<file path="src/rtl/c432_sched_if.sv">
// Handshake bundle for the three-bus interrupt scheduler.
// master: requests, channel enables, ack; slave: grant, pending flags, timeout.
interface c432_sched_if;
  logic [8:0] req_a;
  logic [8:0] req_b;
  logic [8:0] req_c;
  logic [8:0] chan_en;
  logic       ack;
  logic       irq_valid;
  logic [1:0] irq_bus;
  logic [3:0] irq_chan;
  logic [2:0] bus_pend;
  logic       timeout;

  modport master (
    output req_a, req_b, req_c, chan_en, ack,
    input  irq_valid, irq_bus, irq_chan, bus_pend, timeout
  );

  modport slave (
    input  req_a, req_b, req_c, chan_en, ack,
    output irq_valid, irq_bus, irq_chan, bus_pend, timeout
  );
endinterface

</file>
<file path="src/rtl/c432_sched.sv">
// Three-bus, nine-channel sticky interrupt scheduler with aging and grant timeout.
// Ports: clk, rst_n (async, active-low), irq (c432_sched_if.slave bundle).
module c432_sched #(
  parameter int TIMEOUT = 16,
  parameter int AGE_MAX = 4
) (
  input logic         clk,
  input logic         rst_n,
  c432_sched_if.slave irq
);

  localparam logic [3:0] AMAX  = 4'(AGE_MAX);
  localparam logic [7:0] TLAST = 8'(TIMEOUT - 1);

  typedef enum logic {IDLE, GRANT} state_t;

  state_t      state;
  logic [26:0] pending;
  logic [26:0] clr;
  logic [8:0]  ea, eb, ec;
  logic [8:0]  onehot;
  logic [8:0]  sel_vec;
  logic [1:0]  sel_bus;
  logic [3:0]  sel_chan;
  logic [3:0]  age_b, age_c;
  logic [3:0]  hold_b, hold_c;
  logic [3:0]  nage_b, nage_c;
  logic [7:0]  timer;
  logic        any_el;
  logic        prom_b, prom_c;

  function automatic logic [3:0] lowest(input logic [8:0] v);
    lowest = 4'd0;
    for (int i = 8; i >= 0; i--)
      if (v[i]) lowest = 4'(i);
  endfunction

  // Counters stop at AGE_MAX so a promoted bus that still loses
  // (B while C is also promoted) stays promoted.
  function automatic logic [3:0] age_nx(
    input logic [3:0] a,
    input logic       won,
    input logic       el
  );
    if (won)
      age_nx = 4'd0;
    else if (el && a < AMAX)
      age_nx = a + 4'd1;
    else
      age_nx = a;
  endfunction

  assign ea = pending[8:0]   & irq.chan_en;
  assign eb = pending[17:9]  & irq.chan_en;
  assign ec = pending[26:18] & irq.chan_en;

  assign any_el = |{ea, eb, ec};
  assign irq.bus_pend = {|ec, |eb, |ea};

  assign prom_b = (age_b == AMAX);
  assign prom_c = (age_c == AMAX);

  always_comb begin
    sel_bus = 2'd0;
    sel_vec = ea;
    if (prom_c && |ec) begin
      sel_bus = 2'd2;
      sel_vec = ec;
    end else if (prom_b && |eb) begin
      sel_bus = 2'd1;
      sel_vec = eb;
    end else if (|ea) begin
      sel_bus = 2'd0;
      sel_vec = ea;
    end else if (|eb) begin
      sel_bus = 2'd1;
      sel_vec = eb;
    end else begin
      sel_bus = 2'd2;
      sel_vec = ec;
    end
  end

  assign sel_chan = lowest(sel_vec);
  assign nage_b = age_nx(age_b, sel_bus == 2'd1, |eb);
  assign nage_c = age_nx(age_c, sel_bus == 2'd2, |ec);

  assign onehot = 9'b1 << irq.irq_chan;

  always_comb begin
    clr = '0;
    if (state == GRANT && irq.ack) begin
      unique case (irq.irq_bus)
        2'd0:    clr = {18'b0, onehot};
        2'd1:    clr = {9'b0, onehot, 9'b0};
        2'd2:    clr = {onehot, 18'b0};
        default: clr = '0;
      endcase
    end
  end

  // Ages are computed at selection but only committed on ack,
  // so a timed-out grant leaves them untouched.
  always_ff @(posedge clk or negedge rst_n) begin
    if (!rst_n) begin
      state         <= IDLE;
      pending       <= '0;
      age_b         <= '0;
      age_c         <= '0;
      hold_b        <= '0;
      hold_c        <= '0;
      timer         <= '0;
      irq.irq_valid <= 1'b0;
      irq.irq_bus   <= 2'd0;
      irq.irq_chan  <= 4'd0;
      irq.timeout   <= 1'b0;
    end else begin
      pending     <= (pending & ~clr) | {irq.req_c, irq.req_b, irq.req_a};
      irq.timeout <= 1'b0;
      unique case (state)
        IDLE: begin
          if (any_el) begin
            state         <= GRANT;
            irq.irq_valid <= 1'b1;
            irq.irq_bus   <= sel_bus;
            irq.irq_chan  <= sel_chan;
            timer         <= '0;
            hold_b        <= nage_b;
            hold_c        <= nage_c;
          end
        end
        GRANT: begin
          if (irq.ack) begin
            state         <= IDLE;
            irq.irq_valid <= 1'b0;
            age_b         <= hold_b;
            age_c         <= hold_c;
          end else if (timer == TLAST) begin
            state         <= IDLE;
            irq.irq_valid <= 1'b0;
            irq.timeout   <= 1'b1;
          end else begin
            timer <= timer + 8'd1;
          end
        end
        default: state <= IDLE;
      endcase
    end
  end

endmodule

</file>
<file path="src/flat_wrapper.sv">
// flat-port wrapper written by rule: the top's interface ports become plain ports
module c432_sched_flat 
#(
  parameter int TIMEOUT = 16,
  parameter int AGE_MAX = 4
)
  (clk, rst_n, irq_req_a, irq_req_b, irq_req_c, irq_chan_en, irq_ack, irq_irq_valid, irq_irq_bus, irq_irq_chan, irq_bus_pend, irq_timeout);
  c432_sched_if irq_i ();
  input logic clk;
  input logic rst_n;
  input wire logic [$bits(irq_i.req_a)-1:0] irq_req_a;
  input wire logic [$bits(irq_i.req_b)-1:0] irq_req_b;
  input wire logic [$bits(irq_i.req_c)-1:0] irq_req_c;
  input wire logic [$bits(irq_i.chan_en)-1:0] irq_chan_en;
  input wire logic [$bits(irq_i.ack)-1:0] irq_ack;
  output wire logic [$bits(irq_i.irq_valid)-1:0] irq_irq_valid;
  output wire logic [$bits(irq_i.irq_bus)-1:0] irq_irq_bus;
  output wire logic [$bits(irq_i.irq_chan)-1:0] irq_irq_chan;
  output wire logic [$bits(irq_i.bus_pend)-1:0] irq_bus_pend;
  output wire logic [$bits(irq_i.timeout)-1:0] irq_timeout;
  assign irq_i.req_a = irq_req_a;
  assign irq_i.req_b = irq_req_b;
  assign irq_i.req_c = irq_req_c;
  assign irq_i.chan_en = irq_chan_en;
  assign irq_i.ack = irq_ack;
  assign irq_irq_valid = irq_i.irq_valid;
  assign irq_irq_bus = irq_i.irq_bus;
  assign irq_irq_chan = irq_i.irq_chan;
  assign irq_bus_pend = irq_i.bus_pend;
  assign irq_timeout = irq_i.timeout;
  c432_sched #(.TIMEOUT(TIMEOUT), .AGE_MAX(AGE_MAX)) u_core (.clk(clk), .rst_n(rst_n), .irq(irq_i));
endmodule
</file>
<file path="config.mk">
export PLATFORM = sky130hd
export DESIGN_NAME = c432_sched_flat
export DESIGN_NICKNAME = d
export VERILOG_FILES = /design/src/rtl/c432_sched_if.sv /design/src/rtl/c432_sched.sv /design/src/flat_wrapper.sv
export SDC_FILE = /design/constraint.sdc
export NUM_CORES = 1
export LEC_CHECK = 0
export BUFFER_PORTS_ARGS = -buffer_cell sky130_fd_sc_hd__buf_2
export CELL_PAD_IN_SITES_DETAIL_PLACEMENT = 1
export CELL_PAD_IN_SITES_GLOBAL_PLACEMENT = 1
export CORE_AREA = 2 2 108 110
export DETAILED_ROUTE_END_ITERATION = 6
export DIE_AREA = 0 0 110 112
export GPL_TIMING_DRIVEN = 0
export PLACE_DENSITY_LB_ADDON = 0.15
export SYNTH_ARGS = -nofsm -noshare
export SYNTH_HDL_FRONTEND = slang
export SYNTH_SLANG_ARGS = --single-unit
</file>
<file path="constraint.sdc">
create_clock -name clk -period 2.8 [get_ports clk]
set_input_delay 0.84 -clock clk [delete_from_list [all_inputs] [get_ports clk]]
set_output_delay 0.84 -clock clk [all_outputs]
set_load 0.005 [all_outputs]
</file>
# Yosys cells after proc, flatten, opt, wreduce, memory -nomap -nowiden
# Index checks and enable logic that the tools add are counted.
# totals
output_inout_bits,11
reg_bits,60
wordCells,87
# op_classes
add_sub_neg,3
bitwise_logic,7
muxes,38
n_shift,1
magnitude_cmp,2
reduce_logical,14
n_eq_ne,11
# op_table
cell,count
$pmux W27 S3,1
$mux W4,13
$mux W9,4
$and A27 B27 Y27,1
$and A9 B9 Y9,3
$mux W27,1
$not A27 Y27,1
$or A27 B27 Y27,1
$reduce_or A27 Y1,1
$reduce_or A9 Y1,3
$mux W8,3
$pmux W8 S2,1
$mux W1,9
$shl A1 B4 Y9 const A,1
$add A4 B1 Y4 const B,2
$add A8 B1 Y8 const B,1
$eq A4 B3 Y1 const B,2
$eq A8 B4 Y1 const B,1
$lt A4 B3 Y1 const B,2
$mux W2,4
$reduce_and A2 Y1,3
$logic_and A1 B1 Y1,5
$eq A2 B1 Y1 const B,2
$eq A2 B2 Y1 const B,2
7 further kinds,9

# Longest topological paths before layout
# logic_depth
depth_word,15
ltp_mapped,10
mapped_depth_nobuf,9

# Worst setup path after synthesis
# No wires, ideal clock.
# synth_timing
kind,input to register
startpoint,input irq_chan_en[3]
endpoint,register u_core.irq.irq_chan[0]
t_arrival_ns,2.560
path_slack_ns,0.114
stages,8
setup_time_ns,0.126
path_cell_list,a222oi_1 -> nand4_2 -> and4b_4 -> buf_6 -> a211o_1 -> a31oi_1 -> o21bai_1 -> a221o_1
# synth_between
elab_cells_between_ends,22
cone_classes,12 x mux; 3 x bitwise; 7 x reduce/logical
# synth_lines
item,line_no,source
"start, declared",flat_wrapper.sv:14,input wire logic [$bits(irq_i.chan_en)-1:0] irq_chan_en;
$and A9 B9 Y9 *,c432_sched.sv:55,assign ec = pending[26:18] & irq.chan_en;
$reduce_or A9 Y1 *,n/a,
named net irq_bus_pend[2],flat_wrapper.sv:19,output wire logic [$bits(irq_i.bus_pend)-1:0] irq_bus_pend;
$logic_and A1 B1 Y1 *,c432_sched.sv:66,if (prom_c && |ec) begin
$mux W9 *,c432_sched.sv:66,
$mux W4 (7 in series),c432_sched.sv:35,if (v[i]) lowest = 4'(i);
$mux W4 *,c432_sched.sv:35,
"end signal, assigned",c432_sched.sv:126,irq.irq_chan <= sel_chan;
"end, declared",c432_sched_if.sv:22,"output irq_valid, irq_bus, irq_chan, bus_pend, timeout"
# Mark *: on every way through the listed nets, which the timed path passes. The rest lies on a longest branch.
# A chain may end at the register's enable or synchronous reset.

# Worst setup path in the final report
# layout_timing
startpoint,input irq_chan_en[3]
endpoint,output irq_bus_pend[0]
# layout_between
elab_chain_len,2
# layout_rtl
item,line_no,source
$and A9 B9 Y9,c432_sched.sv:53,assign ea = pending[8:0] & irq.chan_en;
$reduce_or A9 Y1,c432_sched.sv:58,"assign irq.bus_pend = {|ec, |eb, |ea};"
"end, declared",flat_wrapper.sv:19,
# Every way passes these cells.

==> out/qor.yml <==
cts_buffers: 9
synth_edf_count: 0
ios: 50
coreArea_um2: 11200
wl_per_cell_um: 18.1
required_ns: 1.96
n_antenna_cell: 0
hold_path_class: "flop to flop"
syn_nets: 349
worstPathArrival_ns: 1.99
clock-root-buffer: "clkbuf_16"
path_common_cell: "buf_6"
placed_area_um2: 3520
drc: 0
async_reset_ff_share_pct: 100
yosysMostFrequentCell: "dfrtp_1"
setup_viol: 1
finalCriticalPeriod_ns: 2.83
outcome: "complete, but fails checks"
drv_slew: 0
fmax_mhz: 353
finalClockSkew_ns: 0.00700
post-place-ws_ns: -0.557
yosys_warnings: 0
die_area_um2: 12300
rsz0062_at_grt: "yes"
synth_top_cell_by_area: "dfrtp_1"
p_per_area_nw_per_um2: 752
final_layout_size_suffix_gt1_share_pct: 32.6
fin_crit_sh_pct: 101
grt_usage_pct: 17.3
initial_core_util_pct: 27.5
gp_congestion: 0.806
grt_overflow: 0
core.rowCount: 39
holdWs_ns: 0.481
clkSinkCount: 60
critPathLaunchType: "input port"
crit_path_end_kind: "output pin"
vias_per_cell: 5.02
r2r_slack_ns: 0.25
path_class: "input port to output pin"
syn_inst: 305
final_area_um2: 4140
layout_setup_ws_ns: -0.0310
synth_cell_type_count: 57
antenna_found_initial: 0
hold_viol: 0
worstMarginPinSlew_ns: 0.890
cpMaxStageDelayCell: "a222oi_1"
drt_wl_total_um: 9590
synth_ff_type: "dfrtp_1"
htree_levels: 3
synth_commonest_cells: "dfrtp_1 (60), nand2_1 (52), a21o_1 (27), nor2_1 (22), o21ai_0 (11)"
grt_pass1_vias: 2870
place_hpwl_um: 6970
clkTransAtPathRegs_ns: 0.05
clk_latency_ns: 0.33
violations: "setup timing"
seq_area_frac_synth_pct: 48.8
dieWidth_um: 110
yosys.area.top_type_share_pct: 48.8
synth.avg_cell_area_um2: 10.1
worstPathCellList: "buf_8, a222oi_1, and4_1, buf_6, inv_8, buf_6"
crit_fanout: 5
synth-seq-cells: 60
netlist_area_um2: 3080
fp.dieH_um: 112
relSlewSlack_pct: 40.4
ctsLongestPathBuffers: 2
peakVddDrop_uv: 240
p_leak_nw: 1.74
syn2layout_area_growth_pct: 34.5
grt_pass1_wl_um: 15800
numPortBuffers: 49
finalNetCount: 426
detail-route-antenna-nets: 0
power_mw: 3.11
cts_tree: "done"
detail_route.iter0.violations: 88
dr.pass1.iters: 5
synth_area_leaders: "dfrtp_1 (49%), a21o_1 (6.6%), nand2_1 (6.3%), mux2_2 (2.9%), nor2_1 (2.7%)"
critical_path.max_stage_delay_ns: 0.47
vias: 2663
grt_max_degree: 61
max_cap_viol_count: 0
[timing repair]
action / CTS / global route
gates cloned: 0 / 0
gates resized for setup: 22 / 24
hold buffers: 0 / 0
pin swaps: 8 / 12
endpoints found under the setup margin: 20 / 13
buffers inserted: 9 / 10
[layout make-up]
type | count | area [um2]
tap | 143 | 179
inverter | 9 | 41.3
clock buffer | 11 | 233
multi-input combinational | 230 | 1670
fill | 1265 | 7040
clock inverter | 5 | 52.6
sequential | 60 | 1500
buffer | 4 | 26.3
timing repair buffer | 68 | 434
[layout by cell type (no fill, tap or decap), drive strengths merged, types with 2 or more instances in the layout]
master,n
a21o,27
a21oi,4
a222oi,3
a22o,6
a22oi,10
a31oi,2
a32o,2
and2,2
and3,5
buf,70
clkbuf,13
clkinv,3
dfrtp,60
ha,5
inv,9
mux2,8
nand2,52
nand2b,6
nand3,7
nand4,4
nor2,23
nor3,7
nor3b,3
nor4,2
nor4b,2
o21a,3
o21ai,12
o221ai,3
o22ai,3
o31ai,3
or2,2
xnor2,3
xor2,5
[state kept, by name (all words and copies together) (netlist names)]
| name | flops |
|---|---|
| u_core.pending | 27 |
| u_core.timer | 8 |
| u_core.age_b | 4 |
| u_core.age_c | 4 |
| u_core.hold_b | 4 |
| u_core.hold_c | 4 |
| u_core.irq.irq_chan | 4 |
| u_core.irq.irq_bus | 2 |
| u_core.irq.irq_valid | 1 |
| u_core.irq.timeout | 1 |
| u_core.state | 1 |
[metrics by stage]
step	setup TNS, ns	util (%)	std cells
floorplan	0	-	305
global placement	-16.19	31.3	497
detailed placement	-10.14	31.5	497
CTS	-0.183	35.4	521
global route	-0.200	37.0	530
finish	-0.0310	37.0	530
[cells by family after synthesis]
group                      Yosys count  synth area share (%)
xor gates and xnor gates             8                  2.28
AOI/OAI and AO/OA                   88                  21.8
and+or+nand+nor                    120                  19.6
adders and majority gates            5                  2.03
buffers and inverters               15                  2.24
DFF                                 60                  48.8
muxes                                9                  3.25
[metal layers]
| metal | vias to the layer above | track usage [%] | share of wire (%) |
|---|---|---|---|
| met5 | - | 0 | 0 |
| met4 | 0 | 7.17 | 2.0 |
| met3 | 13 | 3.22 | 3.8 |
| met2 | 52 | 26.6 | 47 |
| met1 | 1319 | 23.7 | 48 |
| li1 | 1279 | - | - |
[worst max-delay path, delay by kind of cell]
kind	cells	cell delay, ns
simple gates	1	0.29
compound gates	1	0.47
buf+inv	4	0.38
[worst paths after layout]
path                              startpoint                endpoint  cells after the start
max                           irq_chan_en[3]         irq_bus_pend[0]                      6
min                         u_core.hold_c[2]        u_core.hold_c[2]                      2
max reg2reg                u_core.pending[3]  u_core.irq.irq_chan[3]                     10
min reg2reg                 u_core.hold_c[2]        u_core.hold_c[2]                      2
max in group asynchronous              rst_n         u_core.age_c[0]                      1
min in group asynchronous              rst_n         u_core.age_b[2]                      1
[power by group]
part / internal [mW] / switching [mW]
combinational: 0.392 / 0.494
clock: 0.684 / 0.397
sequential: 0.999 / 0.145
total: 2.08 / 1.04
Note: power is estimated with default switching activity, not from simulation.
